File: config.mk
export PLATFORM = sky130hd
export DESIGN_NAME = outpkt_type_init_1b_flat
export DESIGN_NICKNAME = d
export VERILOG_FILES = /design/src/rtl/pkt_comm_pkg.sv /design/src/rtl/outpkt_type_init_1b_if.sv /design/src/rtl/pkt_csum32.sv /design/src/rtl/outpkt_type_init_1b.sv /design/src/flat_wrapper.sv
export SDC_FILE = /design/constraint.sdc
export NUM_CORES = 1
export LEC_CHECK = 0
export ABC_AREA = 1
export CORE_MARGIN = 1
export CORE_UTILIZATION = 51
export DETAILED_ROUTE_END_ITERATION = 16
export PLACE_DENSITY = 0.78
export SYNTH_ARGS = -nofsm -noshare
export SYNTH_HDL_FRONTEND = slang
export SYNTH_SLANG_ARGS = --single-unit
File: constraint.sdc
create_clock -name CLK -period 2 [get_ports CLK]
set_input_delay 0.4 -clock CLK [delete_from_list [all_inputs] [get_ports CLK]]
set_output_delay 0.4 -clock CLK [all_outputs]
set_load 0.01 [all_outputs]
File: src/rtl/pkt_comm_pkg.sv
// -----------------------------------------------------------------------------
// pkt_comm: constants and types shared by the output packet builders.
//   PKT_VERSION    default header byte 0
//   PKT_TYPE_INIT  header byte 1 for the INIT exchange
//   PKT_HDR_LEN    header length in bytes
//   PKT_CSUM_LEN   length of each checksum field in bytes
//   outpkt_state_e state encoding of the byte-serial packet builders
// -----------------------------------------------------------------------------
package pkt_comm;

  localparam logic [7:0] PKT_VERSION   = 8'd2;
  localparam logic [7:0] PKT_TYPE_INIT = 8'h05;
  localparam logic [3:0] PKT_HDR_LEN   = 4'd12;
  localparam logic [3:0] PKT_CSUM_LEN  = 4'd4;

  typedef enum logic [2:0] {
    ST_IDLE,
    ST_HDR,
    ST_HCSUM,
    ST_DATA,
    ST_DCSUM
  } outpkt_state_e;

endpackage

File: src/rtl/outpkt_type_init_1b_if.sv
// -----------------------------------------------------------------------------
// outpkt_type_init_1b_if: core write port plus first-word-fall-through read
// port of the INIT packet builder.
//   din/wr_en/full   : core writes one payload byte when full=0
//   dout/rd_en/empty : packet bytes, consumed on rd_en & ~empty
// master = core/arbiter side, slave = packet builder.
// -----------------------------------------------------------------------------
interface outpkt_type_init_1b_if;

  logic [7:0] din;
  logic       wr_en;
  logic       full;
  logic [7:0] dout;
  logic       rd_en;
  logic       empty;

  modport master (
    output din, wr_en, rd_en,
    input  full, dout, empty
  );

  modport slave (
    input  din, wr_en, rd_en,
    output full, dout, empty
  );

endinterface

File: src/rtl/pkt_csum32.sv
// -----------------------------------------------------------------------------
// pkt_csum32: running sum of a byte stream taken as little-endian 32-bit
// words, result inverted.
//   CLK, rst  : clock, synchronous active-high reset
//   i_start   : restart the sum with the current byte
//   i_en      : add the current byte to the sum
//   i_byte    : byte value
//   i_lane    : byte position inside its 32-bit word (0 = LSB)
//   o_csum    : ~sum, driven from the accumulator register
// -----------------------------------------------------------------------------
module pkt_csum32 (
  input  logic        CLK,
  input  logic        rst,
  input  logic        i_start,
  input  logic        i_en,
  input  logic [7:0]  i_byte,
  input  logic [1:0]  i_lane,
  output logic [31:0] o_csum
);

  logic [31:0] r_sum;
  logic [31:0] w_term;

  // Summing words mod 2^32 equals summing each byte shifted into its lane.
  assign w_term = {24'h0, i_byte} << {i_lane, 3'b000};

  // NOTE: sequential state uses non-blocking assignments so every register
  // samples pre-edge values regardless of process ordering.
  always_ff @(posedge CLK) begin
    if (rst) begin
      r_sum <= '0;
    end else if (i_start) begin
      r_sum <= w_term;
    end else if (i_en) begin
      r_sum <= r_sum + w_term;
    end
  end

  assign o_csum = ~r_sum;

endmodule

File: src/rtl/outpkt_type_init_1b.sv
// -----------------------------------------------------------------------------
// outpkt_type_init_1b: wraps each payload byte from the core into a complete
// PKT_TYPE_INIT packet and presents it byte-serially (FWFT) to the output
// packet FIFO / arbiter.
//   CLK  : clock, all logic on posedge
//   rst  : synchronous reset, active-high; aborts any packet in flight
//   bus  : slave side of outpkt_type_init_1b_if (din/wr_en/full, dout/rd_en/empty)
// Build option: define OUTPKT_INIT_CHECKSUM_EN to emit header and data
// checksums (21-byte packet); otherwise the packet is header + payload (13 B).
// -----------------------------------------------------------------------------
module outpkt_type_init_1b
  import pkt_comm::*;
#(
  parameter logic [7:0]  PKT_VERSION = pkt_comm::PKT_VERSION,
  parameter logic [7:0]  PKT_TYPE    = pkt_comm::PKT_TYPE_INIT,
  parameter logic [15:0] ID_INIT     = 16'd0
) (
  input logic                  CLK,
  input logic                  rst,
  outpkt_type_init_1b_if.slave bus
);

  outpkt_state_e r_state, w_state_nxt;
  logic [3:0]    r_cnt, w_cnt_nxt, w_cnt_inc;
  logic [7:0]    r_dout, w_dout_nxt;
  logic [7:0]    r_payload, w_payload_nxt;
  logic [15:0]   r_id;
  logic          r_full, w_full_nxt;
  logic          r_empty, w_empty_nxt;
  logic          w_rd, w_acc, w_last;

  assign w_rd      = bus.rd_en & ~r_empty;
  assign w_acc     = bus.wr_en & ~r_full;
  assign w_cnt_inc = r_cnt + 4'd1;

  // Header byte idx. r_id only advances after the last byte of a packet, so
  // reading it here is equivalent to the id captured at accept.
  function automatic logic [7:0] hdr_byte(input logic [3:0] idx, input logic [15:0] id);
    case (idx)
      4'd0:    hdr_byte = PKT_VERSION;
      4'd1:    hdr_byte = PKT_TYPE;
      4'd4:    hdr_byte = 8'h01;        // payload length, LSB of 24-bit field
      4'd8:    hdr_byte = id[7:0];
      4'd9:    hdr_byte = id[15:8];
      default: hdr_byte = 8'h00;
    endcase
  endfunction

`ifdef OUTPKT_INIT_CHECKSUM_EN
  logic [31:0] w_hcsum;
  logic [31:0] w_dcsum;
  logic        w_csum_start, w_csum_en;

  assign w_dcsum = ~{24'h0, r_payload};

  // Fed with each header byte as it is loaded into dout, so the sum is
  // complete (and registered) by the time the last header byte is consumed.
  pkt_csum32 u_hcsum (
    .CLK     (CLK),
    .rst     (rst),
    .i_start (w_csum_start),
    .i_en    (w_csum_en),
    .i_byte  (w_dout_nxt),
    .i_lane  (w_cnt_nxt[1:0]),
    .o_csum  (w_hcsum)
  );
`endif

  // NOTE: every signal driven here gets a default first, so no path through
  // the case can leave one unassigned and infer a latch.
  always_comb begin
    w_state_nxt   = r_state;
    w_cnt_nxt     = r_cnt;
    w_dout_nxt    = r_dout;
    w_payload_nxt = r_payload;
    w_full_nxt    = r_full;
    w_empty_nxt   = r_empty;
    w_last        = 1'b0;
`ifdef OUTPKT_INIT_CHECKSUM_EN
    w_csum_start  = 1'b0;
    w_csum_en     = 1'b0;
`endif
    case (r_state)
      ST_IDLE: if (w_acc) begin
        w_state_nxt   = ST_HDR;
        w_cnt_nxt     = 4'd0;
        w_dout_nxt    = hdr_byte(4'd0, r_id);
        w_payload_nxt = bus.din;
        w_full_nxt    = 1'b1;
        w_empty_nxt   = 1'b0;
`ifdef OUTPKT_INIT_CHECKSUM_EN
        w_csum_start  = 1'b1;
`endif
      end
      ST_HDR: if (w_rd) begin
        if (r_cnt == PKT_HDR_LEN - 4'd1) begin
          w_cnt_nxt   = 4'd0;
`ifdef OUTPKT_INIT_CHECKSUM_EN
          w_state_nxt = ST_HCSUM;
          w_dout_nxt  = w_hcsum[7:0];
`else
          w_state_nxt = ST_DATA;
          w_dout_nxt  = r_payload;
`endif
        end else begin
          w_cnt_nxt  = w_cnt_inc;
          w_dout_nxt = hdr_byte(w_cnt_inc, r_id);
`ifdef OUTPKT_INIT_CHECKSUM_EN
          w_csum_en  = 1'b1;
`endif
        end
      end
`ifdef OUTPKT_INIT_CHECKSUM_EN
      ST_HCSUM: if (w_rd) begin
        if (r_cnt == PKT_CSUM_LEN - 4'd1) begin
          w_state_nxt = ST_DATA;
          w_cnt_nxt   = 4'd0;
          w_dout_nxt  = r_payload;
        end else begin
          w_cnt_nxt  = w_cnt_inc;
          w_dout_nxt = w_hcsum[{w_cnt_inc[1:0], 3'b000} +: 8];
        end
      end
      ST_DATA: if (w_rd) begin
        w_state_nxt = ST_DCSUM;
        w_cnt_nxt   = 4'd0;
        w_dout_nxt  = w_dcsum[7:0];
      end
      ST_DCSUM: if (w_rd) begin
        if (r_cnt == PKT_CSUM_LEN - 4'd1) begin
          w_last = 1'b1;
        end else begin
          w_cnt_nxt  = w_cnt_inc;
          w_dout_nxt = w_dcsum[{w_cnt_inc[1:0], 3'b000} +: 8];
        end
      end
`else
      ST_DATA: if (w_rd) begin
        w_last = 1'b1;
      end
`endif
      default: w_state_nxt = ST_IDLE;
    endcase

    // Last byte consumed: back to IDLE. dout keeps the last byte until the
    // next accept; it is not meaningful while empty=1.
    if (w_last) begin
      w_state_nxt = ST_IDLE;
      w_cnt_nxt   = 4'd0;
      w_full_nxt  = 1'b0;
      w_empty_nxt = 1'b1;
    end
  end

  always_ff @(posedge CLK) begin
    if (rst) begin
      r_state   <= ST_IDLE;
      r_cnt     <= 4'd0;
      r_dout    <= 8'h00;
      r_payload <= 8'h00;
      r_id      <= ID_INIT;
      r_full    <= 1'b0;
      r_empty   <= 1'b1;
    end else begin
      r_state   <= w_state_nxt;
      r_cnt     <= w_cnt_nxt;
      r_dout    <= w_dout_nxt;
      r_payload <= w_payload_nxt;
      r_full    <= w_full_nxt;
      r_empty   <= w_empty_nxt;
      if (w_last) begin
        r_id <= r_id + 16'd1;   // wraps FFFF -> 0000
      end
    end
  end

  assign bus.full  = r_full;
  assign bus.empty = r_empty;
  assign bus.dout  = r_dout;

endmodule

File: src/flat_wrapper.sv
// flat-port wrapper written by rule: the top's interface ports become plain ports
module outpkt_type_init_1b_flat import pkt_comm::*;
#(
  parameter logic [7:0]  PKT_VERSION = pkt_comm::PKT_VERSION,
  parameter logic [7:0]  PKT_TYPE    = pkt_comm::PKT_TYPE_INIT,
  parameter logic [15:0] ID_INIT     = 16'd0
)
  (CLK, rst, bus_din, bus_wr_en, bus_rd_en, bus_full, bus_dout, bus_empty);
  outpkt_type_init_1b_if bus_i ();
  input logic CLK;
  input logic rst;
  input wire logic [$bits(bus_i.din)-1:0] bus_din;
  input wire logic [$bits(bus_i.wr_en)-1:0] bus_wr_en;
  input wire logic [$bits(bus_i.rd_en)-1:0] bus_rd_en;
  output wire logic [$bits(bus_i.full)-1:0] bus_full;
  output wire logic [$bits(bus_i.dout)-1:0] bus_dout;
  output wire logic [$bits(bus_i.empty)-1:0] bus_empty;
  assign bus_i.din = bus_din;
  assign bus_i.wr_en = bus_wr_en;
  assign bus_i.rd_en = bus_rd_en;
  assign bus_full = bus_i.full;
  assign bus_dout = bus_i.dout;
  assign bus_empty = bus_i.empty;
  outpkt_type_init_1b #(.PKT_VERSION(PKT_VERSION), .PKT_TYPE(PKT_TYPE), .ID_INIT(ID_INIT)) u_core (.CLK(CLK), .rst(rst), .bus(bus_i));
endmodule
==> metrics.txt <==
status=finished clean; final WL=4.06 mm; clk_lat worst skew=290 ps; actual transition at the worst max-transition pin=426 ps; Mean Syn Cell Area=7.01 sq um; worst-path fanout max=7; Storage cell area=801 sq um; vias per cell=5.11; CTS Buffer Depth=2; CP required=2210 ps; width of the die=63.9 microns; HP Class=reg2reg; r2r worst-path depth=9; #FFs+latches synth=40; # fillers=341; Gate Count Post-Synth=279; ys flop type=dfxtp_1; ant diodes=0; worst vdd ir=0.488 mV; CP Class=reg2reg; hold_buf cts=0; crit path time final=1740 ps; residual DRC count=0; layout cell share with drive strength beyond 1=11.0%; # clock sinks=40; mux contribution to synthesized area=0%; register area share after synthesis=40.9%; synthesized cell area=1960 sq um; initial core utilization=53.4%; Max-Cap Viols=0; Power Total=0.00152 W; fin cells=356; Worst R2R End=u_core.bus.dout[4]; Placer Congestion=0.916; clock slew at reported path FFs=80 ps; Post-CTS Setup Repair Bufs=0; Post-Synth Adder-Cell Area=2.56%; most used cell, CP=nand2_1; CP delay by family, top=simple AND/OR/NAND/NOR gates; Root Buffer Master=clkbuf_8; initial DRC count=87; crit path DAT=1950 ps; r2r setup slk=260 ps; PwrDens=653 nW/um^2; GRT Total Usage=22.3%; CTS tree=done; RR Startpoint=u_core.r_cnt[0]; Crit. End Element=register; pin count of the biggest net entering global routing=13; Netlist cell types=28; largest family of logic cells by synthesized area=simple AND/OR/NAND/NOR gates; met3 Use GR=5.71%; Hold Violations, Final=0; final slew viol count=0; most frequent cells in the layout=nand2_1 (56), dfxtp_1 (40), nor2_1 (39), inv_1 (28), a21oi_1 (23); RSZ-0062 raised after global routing=false; slowest CP cell=dfxtp_1; fin crit share=87.0%; WP buf/inv=1; TritonCTS Buffers=5; first-pass GRT wire length=7.13 mm; commonest non-fill, non-tap cell in the layout=nand2_1; Area Growth Syn to Fin=19.3%; vias=1820; GRT overflow=0; Post-synth ARST share=0%; area of the multi-input gates=996 sq um; worst hold stages=2; Detail Route Antenna Nets=0; final setup fails=0; Row Count=22; Die ar.=4090 sq um; Rel. slew slack=71.6%; fmax=0.575 GHz; XOR/XNOR Fraction of Synth Area=0.448%; IO Port Bufs=21; IO Count=22; sequence of cells on the critical path=ha_1 -> inv_1 -> nand2_1 -> nand2_1 -> nor2_4 -> nand2_1 -> o211ai_1 -> nand2_1 -> a21oi_1; skew final=8.16 ps; met2 Use GR=35.2%; Leakage Power=0.859 nW; CTS-repair resized insts=0; Synth Net Count=295; CP Launch Type=register; Min-Delay Startpoint=u_core.bus.dout[6]; TritonRoute pass-1 iters=5; initial antenna violation count=0; Worst path max stage delay=450 ps; die height=63.9 microns; Synth Area in Compound Gates=15.3%; setup TNS=0 ps; warnings from Yosys=0; GR peak layer=met2; routed len/inst=11.4 microns; EDFF count, synth=0; Worst Hold End=u_core.bus.dout[6]; H-Tree Depth=2; Final nets=323; vias in the first global route=1653; core area=3660 sq um; Inst Count DP=348; DP Wirelength=3.12 mm; GR Layer Usage met1=30.0%; Synth Area in Simple Gates=32.6%
## cell usage after synthesis (all sizes together) (2+ instances only)
| cell type | n | share of area (%) |
|---|---|---|
| a211oi | 2 | 0.77 |
| a21oi | 23 | 5.9 |
| clkbuf | 4 | 0.77 |
| clkinv | 2 | 0.38 |
| dfxtp | 40 | 41 |
| ha | 4 | 2.6 |
| inv | 35 | 6.7 |
| nand2 | 63 | 13 |
| nand3 | 21 | 5.6 |
| nand4 | 4 | 1.3 |
| nor2 | 46 | 11 |
| nor3 | 3 | 1.0 |
| o211ai | 4 | 1.5 |
| o21ai | 23 | 5.9 |
## cell families (layout without fill, tap and decap cells)
group | count (synthesis) | in the layout
and+or+nand+nor | 137 | 137
buffers and inverters | 42 | 71
adders and majority gates | 4 | 4
AOI/OAI and AO/OA | 55 | 55
xor gates and xnor gates | 1 | 1
DFF | 40 | 40
## report_power, final
| group | internal (W) | switching [W] |
|---|---|---|
| Combinational | 0.0000664 | 0.0000794 |
| Clock | 0.000281 | 0.000257 |
| Sequential | 0.000823 | 0.0000174 |
| Total | 0.00117 | 0.000354 |
## sequential cells by signal, summed over array words and instances (netlist names)
signal            flops
u_core.bus.dout       8
u_core.bus.empty      1
u_core.r_state        2
u_core.r_id          16
u_core.r_payload      8
u_core.r_cnt          4
u_core.bus.full       1
## worst register-to-register path, stage by stage (launching register included)
cell and delay, ps:
dfxtp_1 450, ha_1 240, inv_1 60, nand2_1 80
nand2_1 110, nor2_4 160, nand2_1 120, o211ai_1 230
nand2_1 80, a21oi_1 140
## worst max path at each step
stage,endpoint,startpoint,cells past startpoint,slack (ps)
after floorplan,u_core.bus.dout[6],u_core.r_cnt[0],9,570
after global placement,u_core.r_id[14],bus_rd_en,10,180
after detailed placement,u_core.r_id[14],bus_rd_en,10,120
after CTS,u_core.bus.dout[4],u_core.r_cnt[0],9,260
after global routing,u_core.bus.dout[4],u_core.r_cnt[0],9,70
final,u_core.bus.dout[4],u_core.r_cnt[0],9,260
## routing by layer
| metal | part of all wire, % | wire (microns) | up-vias |
|---|---|---|---|
| li1 | - | - | 960 |
| met1 | 50 | 2020 | 805 |
| met2 | 45 | 1810 | 51 |
| met3 | 4.7 | 191 | 4 |
| met4 | 0.89 | 36 | 0 |
| met5 | 0 | 0 | - |
## final cells by class
type | count | area share, %
repair buffers | 26 | 10.6
multi-input cells | 197 | 42.7
clock buffers | 8 | 3.86
inverters | 37 | 5.95
flip-flops and latches | 40 | 34.3
well taps | 48 | 2.57
## stage by stage
step / hold WS [ps] / util, % / instance area (sq um) / setup slack [ps]
after floorplan: 455 / - / 1960 / 569
after detailed placement: 459 / 61.3 / 2240 / 122
after CTS: 470 / 63.7 / 2330 / 259
final: 468 / 63.7 / 2330 / 260
after global routing: 483 / 63.7 / 2330 / 67.4
after global placement: 452 / 61.3 / 2240 / 176
(Power assumes the default switching activity.)
